`src/rtl/apb_uart_master.sv`:
```
// APB3 requester: turns one register command into one APB transfer and one response.
// Latency: response valid 2 cycles after command acceptance plus one cycle per PREADY-low cycle.
// Backpressure: cmd_ready is high only in IDLE; the response is held until rsp_ready.
module apb_uart_master #(
  parameter int TIMEOUT_CYCLES = 255
) (
  input  logic        PCLK,
  input  logic        PRESETn,
  input  logic        cmd_valid,
  output logic        cmd_ready,
  input  logic        cmd_write,
  input  logic [31:0] cmd_addr,
  input  logic [31:0] cmd_wdata,
  output logic        rsp_valid,
  input  logic        rsp_ready,
  output logic [31:0] rsp_rdata,
  output logic        rsp_err,
  output logic        rsp_timeout,
  output logic [31:0] PADDR,
  output logic [31:0] PWDATA,
  output logic        PWRITE,
  output logic        PSEL,
  output logic        PENABLE,
  input  logic [31:0] PRDATA,
  input  logic        PREADY,
  input  logic        PSLVERR
);

  typedef enum logic [1:0] {
    S_IDLE   = 2'd0,
    S_SETUP  = 2'd1,
    S_ACCESS = 2'd2,
    S_RESP   = 2'd3
  } state_t;

  localparam logic [15:0] LP_TIMEOUT = 16'(TIMEOUT_CYCLES);

  state_t      r_state;
  logic [15:0] r_wait_cnt;
  logic [31:0] r_paddr;
  logic [31:0] r_pwdata;
  logic        r_pwrite;
  logic        r_psel;
  logic        r_penable;
  logic        r_rsp_valid;
  logic [31:0] r_rsp_rdata;
  logic        r_rsp_err;
  logic        r_rsp_timeout;

  logic [15:0] w_cnt_inc;
  logic        w_timeout_hit;

  // Saturating wait count and the abort condition for a PREADY-low ACCESS cycle
  always_comb begin
    w_cnt_inc     = (r_wait_cnt == 16'hFFFF) ? r_wait_cnt : (r_wait_cnt + 16'd1);
    w_timeout_hit = (LP_TIMEOUT != 16'd0) && (w_cnt_inc == LP_TIMEOUT);
  end

  // Transfer FSM with registered APB and response outputs
  always_ff @(posedge PCLK or negedge PRESETn) begin
    if (!PRESETn) begin
      r_state       <= S_IDLE;
      r_wait_cnt    <= 16'd0;
      r_paddr       <= 32'd0;
      r_pwdata      <= 32'd0;
      r_pwrite      <= 1'b0;
      r_psel        <= 1'b0;
      r_penable     <= 1'b0;
      r_rsp_valid   <= 1'b0;
      r_rsp_rdata   <= 32'd0;
      r_rsp_err     <= 1'b0;
      r_rsp_timeout <= 1'b0;
    end else begin
      case (r_state)
        S_IDLE: begin
          if (cmd_valid) begin
            r_pwrite   <= cmd_write;
            r_paddr    <= cmd_addr;
            r_pwdata   <= cmd_wdata;
            r_wait_cnt <= 16'd0;
            r_psel     <= 1'b1;
            r_penable  <= 1'b0;
            r_state    <= S_SETUP;
          end
        end
        S_SETUP: begin
          r_penable <= 1'b1;
          r_state   <= S_ACCESS;
        end
        S_ACCESS: begin
          if (PREADY) begin
            // Completion wins over a timeout landing in the same cycle
            r_rsp_rdata   <= r_pwrite ? 32'd0 : PRDATA;
            r_rsp_err     <= PSLVERR;
            r_rsp_timeout <= 1'b0;
            r_rsp_valid   <= 1'b1;
            r_psel        <= 1'b0;
            r_penable     <= 1'b0;
            r_state       <= S_RESP;
          end else begin
            r_wait_cnt <= w_cnt_inc;
            if (w_timeout_hit) begin
              r_rsp_rdata   <= 32'd0;
              r_rsp_err     <= 1'b1;
              r_rsp_timeout <= 1'b1;
              r_rsp_valid   <= 1'b1;
              r_psel        <= 1'b0;
              r_penable     <= 1'b0;
              r_state       <= S_RESP;
            end
          end
        end
        S_RESP: begin
          if (rsp_ready) begin
            r_rsp_valid <= 1'b0;
            r_state     <= S_IDLE;
          end
        end
        default: begin
          r_psel      <= 1'b0;
          r_penable   <= 1'b0;
          r_rsp_valid <= 1'b0;
          r_state     <= S_IDLE;
        end
      endcase
    end
  end

  // cmd_ready is gated by reset so it is low while PRESETn is asserted
  assign cmd_ready   = (r_state == S_IDLE) && PRESETn;
  assign rsp_valid   = r_rsp_valid;
  assign rsp_rdata   = r_rsp_rdata;
  assign rsp_err     = r_rsp_err;
  assign rsp_timeout = r_rsp_timeout;
  assign PADDR       = r_paddr;
  assign PWDATA      = r_pwdata;
  assign PWRITE      = r_pwrite;
  assign PSEL        = r_psel;
  assign PENABLE     = r_penable;

endmodule
```
`config.mk`:
```
export PLATFORM = sky130hd
export DESIGN_NAME = apb_uart_master
export DESIGN_NICKNAME = d
export VERILOG_FILES = /design/src/rtl/apb_uart_master.sv
export SDC_FILE = /design/constraint.sdc
export NUM_CORES = 1
export LEC_CHECK = 0
export ABC_AREA = 1
export CAP_MARGIN = 5
export CORE_MARGIN = 2
export CORE_UTILIZATION = 40
export DETAILED_ROUTE_END_ITERATION = 12
export PLACE_DENSITY = 0.77
export SETUP_SLACK_MARGIN = 0.15
export SLEW_MARGIN = 20
export SYNTH_ARGS = -nofsm -noshare
export SYNTH_HDL_FRONTEND = slang
export SYNTH_SLANG_ARGS = --single-unit
```
`constraint.sdc`:
```
create_clock -name PCLK -period 2.11 [get_ports PCLK]
set_input_delay 0.422 -clock PCLK [delete_from_list [all_inputs] [get_ports PCLK]]
set_output_delay 0.422 -clock PCLK [all_outputs]
set_load 0.05 [all_outputs]
```
* Word-level counts from Yosys, hierarchy flattened *
Index checks and enable logic that the tools add are counted.

operators by class
  add/subtract/negate cells = 1
  eq/ne operators = 9
  mux-type cells = 24
  reduce and logical (&&, ||, !) cells = 13

operators with widths
  operator                                                          count
  32-bit two-way mux                                                3
  16-bit two-way mux                                                3
  16-bit case mux with 2 select lines                               1
  16-bit by 1-bit adder with 16-bit output, second input constant   1
  16-bit == test, second input constant                             1
  16-bit by 8-bit == test with 1-bit output, second input constant  1
  3-bit AND reduction                                               5
  1-bit two-way mux                                                 9
  2-bit two-way mux                                                 4
  2-bit case mux with 4 select lines                                1
  2-bit != test, second input constant                              3
  2-bit nonzero test                                                3
  2-bit == test, second input constant                              2
  1-bit case mux with 2 select lines                                2
  2-bit AND reduction                                               2
  3-bit != test, second input constant                              1
  1-bit case mux with 3 select lines                                1
  3-bit nonzero test                                                1
  2-bit by 1-bit == test with 1-bit output, second input constant   1
  2-bit zero test                                                   1
  1-bit logical AND                                                 1

storage, ports and cells
  bits in registers = 120
  input bits = 103
  output and inout port bits = 103
  logic and storage cells = 58

* Longest topological paths before layout *
  word-level depth = 6
  mapped depth = 16
  gate-level depth less buffers = 16

* Least setup slack after synthesis *
OpenSTA, ideal clock, no wires.

  path kind = register -> register
  start point = register r_wait_cnt[0]
  end point = register r_rsp_rdata[20] (netlist: rsp_rdata[20])
  setup time = 0.120 ns
  arrival time = 1.888 ns
  required time = 1.990 ns
  slack = 0.102 ns
  stages on the path, launching flop included = 14
  buffers on the path = 1
  period minus slack after synthesis = 2.008 ns
  cells stage by stage = dfrtp_1 ha_1 nand2_1 nor2_4 nand2_2 nor2_4 a21oi_1 nor2_1 nand2_1 nor2_2 nand3_4 buf_6 nand3_1 nand2_1

between the ends
  word-level cells in the longest chain between the ends = 5
  elaborated cells between the ends (all ways) = 6
  those cells by class = add/sub (1); eq/ne (2); mux (1); reduce/logical (2)

ends and longest elaborated chain
  item                                                                               RTL line  source
  start: declaration                                                                 39        logic [15:0] r_wait_cnt;
  start signal: assignment                                                           101       r_wait_cnt <= w_cnt_inc;
  16-bit by 1-bit adder with 16-bit output / 16-bit == test (equally long branches)  55        w_cnt_inc = (r_wait_cnt == 16'hFFFF) ? r_wait_cnt : (r_wait_cnt + 16'd1);
  16-bit two-way mux *                                                               55
  16-bit by 8-bit == test with 1-bit output *                                        56        w_timeout_hit = (LP_TIMEOUT != 16'd0) && (w_cnt_inc == LP_TIMEOUT);
  2-bit nonzero test (no source line) *                                              -
  2-bit AND reduction (no source line) *                                             -
  end signal: assignment                                                             93        r_rsp_rdata <= r_pwrite ? 32'd0 : PRDATA;
  end: declaration                                                                   46        logic [31:0] r_rsp_rdata;

Mark *: on every way between the ends. The rest lies on a longest branch, timed or not.
A chain may end at the register's enable or synchronous reset.

* Worst setup path in the final report *
  start point = register r_wait_cnt[1]
  end point = register r_rsp_rdata[4] (netlist: rsp_rdata[4])

Same word-level chain as after synthesis.

==> flow_summary.yaml <==
run_status:
  outcome: "finished with violations"
  violations: "negative setup slack"
placement:
  dpl.hpwl_um: 10200
  place_inst: 1026
  gp_congestion: 0.903
  port_buffers: 205
critical_path:
  cp_common_cell: "nor2_4"
  slowest_stage: "dfrtp_1"
  r2r_cells: 14
  r2r-end: "rsp_rdata[4]$_DFFE_PN0P_"
  critPathLaunch: "r_wait_cnt[1]$_DFFE_PN0P_"
  arrival_ns: 2.45
  cp-end-kind: "flop"
  path_max_fanout: 35
  reg2reg_from: "r_wait_cnt[1]$_DFFE_PN0P_"
  required_ns: 2.41
  path_class: "flop to flop"
  r2r_setup_slack_ns: -0.04
  crit_end: "rsp_rdata[4]$_DFFE_PN0P_"
  start_kind: "flop"
  crit_chain: "ha_4 -> nand2_4 -> nor2_4 -> nand2_4 -> nor2_4 -> buf_12 -> a21oi_4 -> nor2_2 -> nand3_2 -> nor2_4 -> nand3_4 -> buf_12 -> nand3_1 -> nand2_1"
  max_stage_delay_ns: 0.40
drt:
  drc_errors: 0
  via_per_inst: 4.71
  drt-initial-drc-count: 293
  totalWireLength_um: 15100
  ant_nets: 0
  vias: 5011
  drt-pass1-iter-count: 5
  wl_per_cell_um: 14.2
power_and_ir_drop:
  power_density_mw_per_mm2: 1570
  vdd_drop_max_mv: 1.04
  p_leak_uw: 0.00443
synthesis:
  postSynthCellCount: 639
  synth_fp_nets: 749
  ys_seq_area_share_pct: 56.2
  synth_cell_types: 27
  syn-cell-area_mm2: 0.00535
  yosysWarnings: 0
  netlist.area_leader.share_pct: 56.2
  synth.area.top_cells: "dfrtp_1, nand2_1, nand3_2"
  yosysTopAreaCell: "dfrtp_1"
  synth_common_cells: "nand2_1, dfrtp_1, nand3_1, inv_1, nor2_1"
  synthArstFlopShare_pct: 100
  synth_ff_type: "dfrtp_1"
  syn_area_per_cell_um2: 8.37
  ys_ff_latch: 120
  synth.most_common_cell: "nand2_1"
  synth_edf_count: 0
sta:
  hold_viol: 0
  rsz0062_at_grt: "true"
  fin_ws_ns: -0.0448
  setup_viol: 20
  max_freq_mhz: 464
  tightest_slew_ns: 0.677
  setup_tns_ns: -0.320
  fin_crit_sh_pct: 102
  fin_crit_ns: 2.15
  fin_skew_ns: 0.00908
  drv_slew: 0
  relSlewSlack_pct: 54.8
global_routing:
  grt_pass1_vias: 5033
  grt_max_degree: 121
  antenna_found_initial: 0
  grt_pass1_wl_um: 24800
  grt_use_total_pct: 21.9
  grt-ovfl-total: 0
floorplanning:
  ios: 206
  coreArea_mm2: 0.0131
  die_y_um: 120
  row_count: 42
  die-area_mm2: 0.0143
  die-width_um: 120
  initial_core_util_pct: 40.7
run:
  drv_cap: 0
final_layout:
  nNetsFinal: 985
  final_cells: 1064
  drive_gt1_share_pct: 16.9
  syn_to_final_growth_pct: 59.5
  diodes: 0
clocking:
  cts_hold_buf: 0
  cts.clk_slew.worst_paths_ns: 0.06
  h-tree-depth: 4
  cts-buffers-inserted: 17
  cts_tree: "built"
  cts_sinks: 120
  ctsLongestPathBuffers: 2
  clock_latency_ns: 0.42
  cts_root_buffer: "clkbuf_16"
hold_path:
  hold_path_class: "input pin to async pin"
==> how the worst min path moves through the flow <==
stage	startpoint	end	slack (ns)	cells after the start
after floorplan	PRESETn	PADDR[0]$_DFFE_PN0P_	0.13	0
after global placement	PWDATA[15]$_DFFE_PN0P_	PWDATA[15]$_DFFE_PN0P_	0.46	2
after detailed placement	PWDATA[20]$_DFFE_PN0P_	PWDATA[20]$_DFFE_PN0P_	0.46	2
after CTS	PRESETn	PADDR[22]$_DFFE_PN0P_	0.15	2
after global routing	PRESETn	PADDR[23]$_DFFE_PN0P_	0.19	2
final	PRESETn	PADDR[24]$_DFFE_PN0P_	0.1	2
==> power breakdown <==
part	internal [uW]	switching (uW)	total (uW)
sequential	3220	542	3760
combinational	1860	4860	6730
clock	1760	1120	2880
==> placed cells by master (no fill, tap or decap), types with 3 or more instances in the layout <==
| cell | n |
|---|---|
| o21ai_0 | 9 |
| o22ai_1 | 8 |
| clkinvlp_4 | 4 |
| nor2_4 | 8 |
| nand3_1 | 24 |
| clkbuf_16 | 17 |
| buf_4 | 31 |
| nand3_2 | 27 |
| inv_1 | 25 |
| inv_2 | 4 |
| nor2_2 | 10 |
| nor2_1 | 13 |
| clkdlybuf4s50_1 | 101 |
| nand2_2 | 10 |
| buf_12 | 7 |
| nand2_4 | 3 |
| dlygate4sd2_1 | 100 |
| or2_2 | 4 |
| clkinv_4 | 7 |
| dfrtp_1 | 118 |
| o21ai_1 | 3 |
| nand2_1 | 319 |
| inv_8 | 3 |
| nand4_1 | 8 |
| ha_1 | 5 |
==> per-stage QoR <==
stage	power, uW	worst slack, ns	hold WS, ns	area [um2]	util (%)
after floorplan	8330	0.157	0.126	5370	-
after global placement	11000	0.0357	0.461	7820	59.5
final	13400	-0.0448	0.0980	8530	64.9
after detailed placement	11100	-0.0214	0.464	7820	59.5
after global routing	14200	-0.202	0.191	8530	64.9
after CTS	13400	0.0133	0.154	8390	63.9
==> worst max-delay path, delay by kind of cell (launching register included) <==
family                     cells  cell delay (ns)
and+or+nand+nor               10             1.07
AOI/OAI and AO/OA              1             0.04
DFF                            1             0.40
adders and majority gates      1             0.17
buffers and inverters          2             0.34
==> state kept, by name, indices dropped and copies added (netlist names), 2 cells and up <==
signal	flops
PADDR	32
PWDATA	32
r_state	2
r_wait_cnt	16
rsp_rdata	32
==> metal layers <==
layer	GRT usage [%]	vias up	routed length, um	part of all wire, %
met5	0	-	0	0
met4	7.79	0	252	1.7
met3	7.84	21	1400	9.3
met2	34.7	216	7130	47
met1	27.7	2297	6280	42
li1	-	2477	-	-
==> cell families after synthesis <==
family	share of synthesized area (%)
AOI/OAI and AO/OA	2.67
xor gates and xnor gates	0.328
and+or+nand+nor	34.9
DFF	56.2
adders and majority gates	1.64
buffers and inverters	4.33
==> what timing repair did <==
item / in CTS / in global routing
endpoints found under the hold margin: 0 / 0
setup buffers: 2 / 3
setup endpoints to repair: 140 / 50
gates cloned: 0 / 1
pin swaps: 4 / 7
resized for setup: 119 / 30
==> area by class of cell <==
class / count / area, um2
clock inverters: 15 / 173
flip-flops and latches: 120 / 3010
fillers: 1113 / 4610
inverters: 31 / 128
multi-input cells: 464 / 2300
well taps: 176 / 220
repair buffers: 240 / 2270
repair inverters: 1 / 7.51
clock buffers: 17 / 425
No activity file was read; power rests on OpenSTA's default activity.
